--- config.mk ---
export PLATFORM = sky130hd
export DESIGN_NAME = bcd_scan_counter
export DESIGN_NICKNAME = d
export VERILOG_FILES = /design/src/rtl/bcd_scan_counter_pkg.sv /design/src/rtl/bcd_scan_counter.sv
export SDC_FILE = /design/constraint.sdc
export NUM_CORES = 1
export LEC_CHECK = 0
export CAP_MARGIN = 30
export CORE_UTILIZATION = 38
export DETAILED_ROUTE_END_ITERATION = 6
export HOLD_SLACK_MARGIN = 0.02
export PLACE_DENSITY = 0.73
export SKIP_CTS_REPAIR_TIMING = 1
export SLEW_MARGIN = 10
export SYNTH_ARGS = -nofsm -noshare
export SYNTH_HDL_FRONTEND = slang
export SYNTH_SLANG_ARGS = --single-unit
export TNS_END_PERCENT = 30
--- constraint.sdc ---
create_clock -name clk -period 1.6 [get_ports clk]
set_clock_uncertainty 0.15 [all_clocks]
set_input_delay 0.32 -clock clk [delete_from_list [all_inputs] [get_ports clk]]
set_output_delay 0.32 -clock clk [all_outputs]
set_load 0.05 [all_outputs]
--- src/rtl/bcd_scan_counter_pkg.sv ---
// Shared sound-board definitions: BCD widths, run/idle state and the BCD step function.
package bcd_scan_counter_pkg;

   localparam int unsigned BCD_W   = 4;
   localparam int unsigned BCD_MAX = 9;

   typedef enum logic {
      IDLE = 1'b0,
      RUN  = 1'b1
   } state_t;

   typedef struct packed {
      logic [BCD_W-1:0] next_q;
      logic             wrapped;
   } bcd_step_t;

   // One up/down step of a decade counter limited to 0..max; illegal codes recover in one step.
   function automatic bcd_step_t next_bcd(input logic [BCD_W-1:0] q,
                                          input logic             up_dn,
                                          input logic [BCD_W-1:0] max);
      bcd_step_t r;
      r.next_q  = q;
      r.wrapped = 1'b0;
      if (up_dn) begin
         if (q == max) begin
            r.next_q  = '0;
            r.wrapped = 1'b1;
         end else if (q > max) begin
            r.next_q = '0;
         end else begin
            r.next_q = q + BCD_W'(1);
         end
      end else begin
         if (q == '0) begin
            r.next_q  = max;
            r.wrapped = 1'b1;
         end else if (q > max) begin
            r.next_q = max;
         end else begin
            r.next_q = q - BCD_W'(1);
         end
      end
      return r;
   endfunction

endpackage

--- src/rtl/bcd_scan_counter.sv ---
// Decade scan counter driving the 1-of-10 decoder, with optional single-sweep run/idle control.
module bcd_scan_counter
   import bcd_scan_counter_pkg::*;
#(
   parameter int unsigned MAX_COUNT   = BCD_MAX,
   parameter bit          SINGLE_SHOT = 1'b0
) (
   input  logic             clk,
   input  logic             reset,
   input  logic             ce,
   input  logic             cin,
   input  logic             clr,
   input  logic             load,
   input  logic [BCD_W-1:0] load_val,
   input  logic             up_dn,
   input  logic             start,
   output logic [BCD_W-1:0] q,
   output logic             tc,
   output logic             wrap,
   output logic             busy,
   output logic             done
);

   localparam logic [BCD_W-1:0] MAX_Q = BCD_W'(MAX_COUNT);

   state_t    state;
   state_t    state_nxt;
   bcd_step_t step_res;
   logic      active;
   logic      count_step;
   logic      wrap_step;

   // Step qualification and the candidate next code.
   always_comb begin
      active     = (state == RUN);
      count_step = active & ce & cin & ~clr & ~load;
      step_res   = next_bcd(q, up_dn, MAX_Q);
      wrap_step  = count_step & step_res.wrapped;
   end

   // Run/idle state register; free-running builds come out of reset already running.
   always_ff @(posedge clk or posedge reset) begin
      if (reset) begin
         state <= SINGLE_SHOT ? IDLE : RUN;
      end else begin
         state <= state_nxt;
      end
   end

   // Next state: clr forces idle, start arms a sweep, the wrapping step ends it.
   always_comb begin
      state_nxt = state;
      if (!SINGLE_SHOT) begin
         state_nxt = RUN;
      end else if (clr) begin
         state_nxt = IDLE;
      end else if (load) begin
         state_nxt = state;
      end else if (state == IDLE) begin
         if (start) begin
            state_nxt = RUN;
         end
      end else if (wrap_step) begin
         state_nxt = IDLE;
      end
   end

   // Status outputs derived from the state register and current code.
   always_comb begin
      busy = (state == RUN);
      tc   = cin & active & (up_dn ? (q == MAX_Q) : (q == '0));
   end

   // Count register plus one-cycle wrap/done pulses.
   always_ff @(posedge clk or posedge reset) begin
      if (reset) begin
         q    <= '0;
         wrap <= 1'b0;
         done <= 1'b0;
      end else begin
         wrap <= wrap_step;
         done <= SINGLE_SHOT && wrap_step;
         if (clr) begin
            q <= '0;
         end else if (load) begin
            q <= load_val;
         end else if (count_step) begin
            q <= step_res.next_q;
         end
      end
   end

endmodule

**Yosys cells after proc, flatten, opt, wreduce, memory -nomap -nowiden**

Index checks and enable logic that the tools add are counted.

- Add/sub/neg operators: 2
- $lt $le $gt $ge: 1
- Eq/ne operators: 1
- Multiplexer cells: 11
- Bitwise operators: 7
- Reductions and logical operators: 2

Operator list:

| operator | number |
|---|---|
| 2-to-1 mux 4 bit | 7 |
| AND 1 bit | 5 |
| 2-to-1 mux 5 bit | 1 |
| adder 4 x 1 -> 4 bit, second input constant | 1 |
| == test 4 bit, second input constant | 1 |
| > comparator 4 bit, second input constant | 1 |
| logical NOT 4 bit | 1 |
| subtractor 4 x 1 -> 4 bit, second input constant | 1 |
| 2-to-1 mux 1 bit | 3 |
| nonzero test 3 bit | 1 |
| NOT 1 bit | 2 |

- Register bits: 5

**Logic depth before layout (Yosys ltp)**

- Depth in word-level cells: 7
- Gate-level depth with buffers: 6

**Least setup slack after synthesis**

Ideal clock, no wire load.

- Path type: reg2reg
- Start: register q[0]
- End: register wrap
- Arrival: 2.664 ns
- Required time: 1.378 ns
- Path slack: -1.286 ns
- Stages on the path, launching flop included: 6
- Path through: dfrtp_1 -> ha_1 -> and3_2 -> a21oi_1 -> nor3b_1 -> and3_1

- Word-level cells in the longest chain between the ends: 4

RTL lines:

| element | line | source |
|---|---|---|
| from (decl) | bcd_scan_counter.sv:17 | `output logic [BCD_W-1:0] q,` |
| from (signal assigned) | bcd_scan_counter.sv:86 | `q <= load_val;` |
| from (signal assigned) | bcd_scan_counter.sv:88 | `q <= step_res.next_q;` |
| == test 4 bit / logical NOT 4 bit (equally long branches) | bcd_scan_counter_pkg.sv:25, bcd_scan_counter_pkg.sv:34 |  |
| 2-to-1 mux 1 bit (on tied branches) | bcd_scan_counter_pkg.sv:25, bcd_scan_counter_pkg.sv:34 |  |
| 2-to-1 mux 5 bit (*) | bcd_scan_counter_pkg.sv:24 | `if (up_dn) begin` |
| AND 1 bit (*) | bcd_scan_counter.sv:38 | `wrap_step = count_step & step_res.wrapped;` |
| named net wrap_step | bcd_scan_counter.sv:31 | `logic wrap_step;` |
| to (signal assigned) | bcd_scan_counter.sv:81 | `wrap <= wrap_step;` |
| to (decl) | bcd_scan_counter.sv:19 | `output logic wrap,` |

The timed path passes the listed nets; every way through them passes the cells marked *.
A chain may end at the register's enable or synchronous reset.

**Worst setup path in the final report**

- Start: register q[0]
- End: output port tc

- Word-level cells in the longest chain between the ends: 3

RTL lines:

| element | line | source |
|---|---|---|
| == test 4 bit / logical NOT 4 bit (equally long branches) | bcd_scan_counter.sv:71 | `tc = cin & active & (up_dn ? (q == MAX_Q) : (q == '0));` |
| 2-to-1 mux 1 bit (*) | bcd_scan_counter.sv:71 |  |
| AND 1 bit (*) | bcd_scan_counter.sv:71 |  |
| to (decl) | bcd_scan_counter.sv:18 | `output logic tc,` |

Every way passes the cells marked *; elsewhere a longest branch is shown, timed or not.

==> flow_summary.toml <==
[job]
drv.max_cap_violation_count = 0

[placement]
placedInstanceArea_um2 = 857
port-buffer-count = 16
place_hpwl_mm = 1.17
gp_congestion = 0.868
placement.setup.worst_slack_ns = -0.372

[logic_synthesis]
ys_types = 27
synthesis.instances = 64
async_flop_share = 1.00
avgSynthCellArea_um2 = 8.23
syn-num-nets = 80
synth_flop_type = "sky130_fd_sc_hd__dfrtp_1"
synth.cells.most_frequent = "6 x sky130_fd_sc_hd__a21oi_1, 5 x sky130_fd_sc_hd__dfrtp_1, 5 x sky130_fd_sc_hd__nand2_1, 5 x sky130_fd_sc_hd__nor2_1"
yosys_warnings = 0
synth_largest_type_area_fraction = 0.238
biggest_area_consumer_among_synthesized_cells = "sky130_fd_sc_hd__dfrtp_1"
synth-seq-area-share = 0.238
synth.most_common_cell = "sky130_fd_sc_hd__a21oi_1"
top_cells_by_area_in_the_synthesized_netlist = "sky130_fd_sc_hd__dfrtp_1 24%, sky130_fd_sc_hd__ha_1 9.5%, sky130_fd_sc_hd__buf_6 6.4%"
synth-edff-count = 0
postSynthRegisterBits = 5
synthesis.area_um2 = 527

[timing]
max_clock_freq_mhz = 505
finalWorstSetupSlack_ns = -0.379
grt_setup_unrepaired = "true"
layout_worst_path_cycle_share = 1.24
finalHoldViolCount = 0
holdWs_ns = 0.132
final-max-slew-violation-count = 0
setup_viol = 5
timing.final.crit_period_ns = 1.98

[clock_tree]
clock_tree_from_tritoncts = "done"
clk_pin_slew_worst_paths_ns = 0.05
clock_path_buffers = 2
cts_max_level = 1
clock_sinks = 5
tritoncts.num_buffers = 3
worst_skew_pair.late_latency_ns = 0.25
root_buffer = "sky130_fd_sc_hd__clkbuf_4"

[power_and_ir_drop]
power.internal_w = 0.000380
clockPowerShare = 0.258
power_leakage_nw = 0.431
power.ir.vdd_worst_uv = 550
p_sw_w = 0.000221
swShare = 0.367
finalPower_w = 0.000601
power_frac_seq = 0.246
pwr_density_cell_nw_per_um2 = 628
pwr-share-comb = 0.496

[critical_path]
slowest_delay_ns = 0.45
reg2reg_depth = 7
critPathArrivalTime_ns = 1.51
critical-path-slowest-cell = "sky130_fd_sc_hd__dfrtp_2"
criticalPathCategory = "reg -> out"
critical_path_peak_fanout = 4
critPathLaunchType = "flip-flop"
setup.worst_path.end_class = "output port"
cp.depth = 6
worst-path-buf-inv = 3
worstPathRequired_ns = 1.13
timing.critical_path.cells = "inv_2, ha_2, buf_4, a21oi_2, nor3b_4, buf_12"
path_delay_family = "flip-flops"

[detailed_routing]
drt_drc_violations_left = 0
drtAntennaViolNets = 0
drt_iter0_markers = 32
wl_per_cell_um = 16.0
drt-pass1-iter-count = 4
totalWireLength_mm = 1.82
dr_total_vias = 609
vias_per_cell = 5.34

[global_route]
grt_start_max_net_pins = 9
globalRoute.totalOverflow = 0
grt_pass1_wl_mm = 2.37
first_global_vias = 560
grt_antenna_before_repair = 0
groute.usage.overall = 0.237

[layout]
final_core_util = 0.736
postLayoutCellArea_um2 = 957
post_route_cells_drive_above_1_share = 0.465
diodes = 0
syn_to_final_growth_pct = 81.7
final_nets = 116

[floorplanning]
fp.dieArea_um2 = 1540
core_region_area_um2 = 1300
ioPinCount = 20
die_h_um = 39.2
starting_utilization_of_the_core_area = 0.405
fp-row-count = 13
width_of_the_die_um = 39.2

[hold_path]
timing.hold.worst.class = "in -> async"

[run_status]
violations = "setup timing"
run_status = "finished with violations"
-- power by group through the flow --
stage | Clock (W) | Combinational, W | Sequential (W)
2_1_floorplan | 0 | 0.000122 | 0.000173
3_3_place_gp | 0 | 0.000254 | 0.000148
3_5_place_dp | 0 | 0.000260 | 0.000148
4_1_cts | 0.000155 | 0.000262 | 0.000147
5_1_grt | 0.000164 | 0.000317 | 0.000149
6_report | 0.000155 | 0.000298 | 0.000148
-- state kept, by name, indices dropped and copies added (netlist names) --
| name | flops |
|---|---|
| q | 4 |
| wrap | 1 |
-- cells by family (layout without fill, tap and decap cells) --
logic type,Yosys count,count (layout),synth area share
AND/OR/NAND/NOR,24,24,0.249
AO/OA/AOI/OAI,15,15,0.200
buffers and inverters,10,45,0.135
flip-flops,5,5,0.238
adder cells (fa/ha/maj),4,4,0.0950
XOR/XNOR,3,3,0.0499
other,2,2,0.0143
multiplexers,1,1,0.0190
-- layout by cell type, fill, tap and decap left out, drive strengths merged --
cell type      Yosys  routed
nor3               1       1
conb               2       2
o21ai              1       1
a21oi              6       6
xor2               3       3
clkdlybuf4s50      0      10
o22ai              2       2
and3               4       4
nand2              5       5
nor2               5       5
a211o              1       1
ha                 4       4
mux2i              1       1
or3                2       2
and2               1       1
o31ai              1       1
inv                4       4
o31a               1       1
clkbuf             0       4
nor3b              3       3
o21bai             1       1
a221o              1       1
buf                6      27
dfrtp              5       5
nand3              3       3
o221a              1       1
-- routing by layer --
| layer | GRT usage | wire [µm] |
|---|---|---|
| met1 | 0.265 | 732 |
| met4 | 0.121 | 40 |
| met5 | 0 | 0 |
| met3 | 0.0578 | 91 |
| met2 | 0.408 | 954 |
-- worst register-to-register path, stage by stage, from the launching register on --
cell and delay [ns]:
sky130_fd_sc_hd__dfrtp_2 0.42, sky130_fd_sc_hd__inv_2 0.07, sky130_fd_sc_hd__buf_4 0.14, sky130_fd_sc_hd__ha_4 0.15
sky130_fd_sc_hd__o21bai_1 0.17, sky130_fd_sc_hd__a21oi_1 0.13, sky130_fd_sc_hd__o221a_1 0.27, sky130_fd_sc_hd__o31ai_1 0.24
-- metrics by stage --
stage | std cells | setup TNS [ns]
floorplan | 64 | -1.63
global placement | 104 | -1.62
detailed placement | 104 | -1.70
CTS | 108 | -1.09
global route | 114 | -1.63
finish | 114 | -1.32
-- final timing paths --
kind	slack [ns]	to	start
worst max-delay path	-0.38	tc	q[0]
worst min-delay path	0.13	q[2]	reset
worst max register to register	-0.26	q[0]	q[0]
worst min register to register	0.62	q[0]	q[0]
max in group asynchronous	0.95	q[3]	reset
min in group clk	0.60	q[1]	load_val[1]
-- area by class of cell --
cell class | count | area [µm²]
inverters | 4 | 17.5
repair buffers | 37 | 378
flip-flops and latches | 5 | 129
well taps | 15 | 18.8
fillers | 99 | 344
multi-input cells | 49 | 388
clock buffers | 4 | 26.3
No activity file was read; power rests on OpenSTA's default activity.
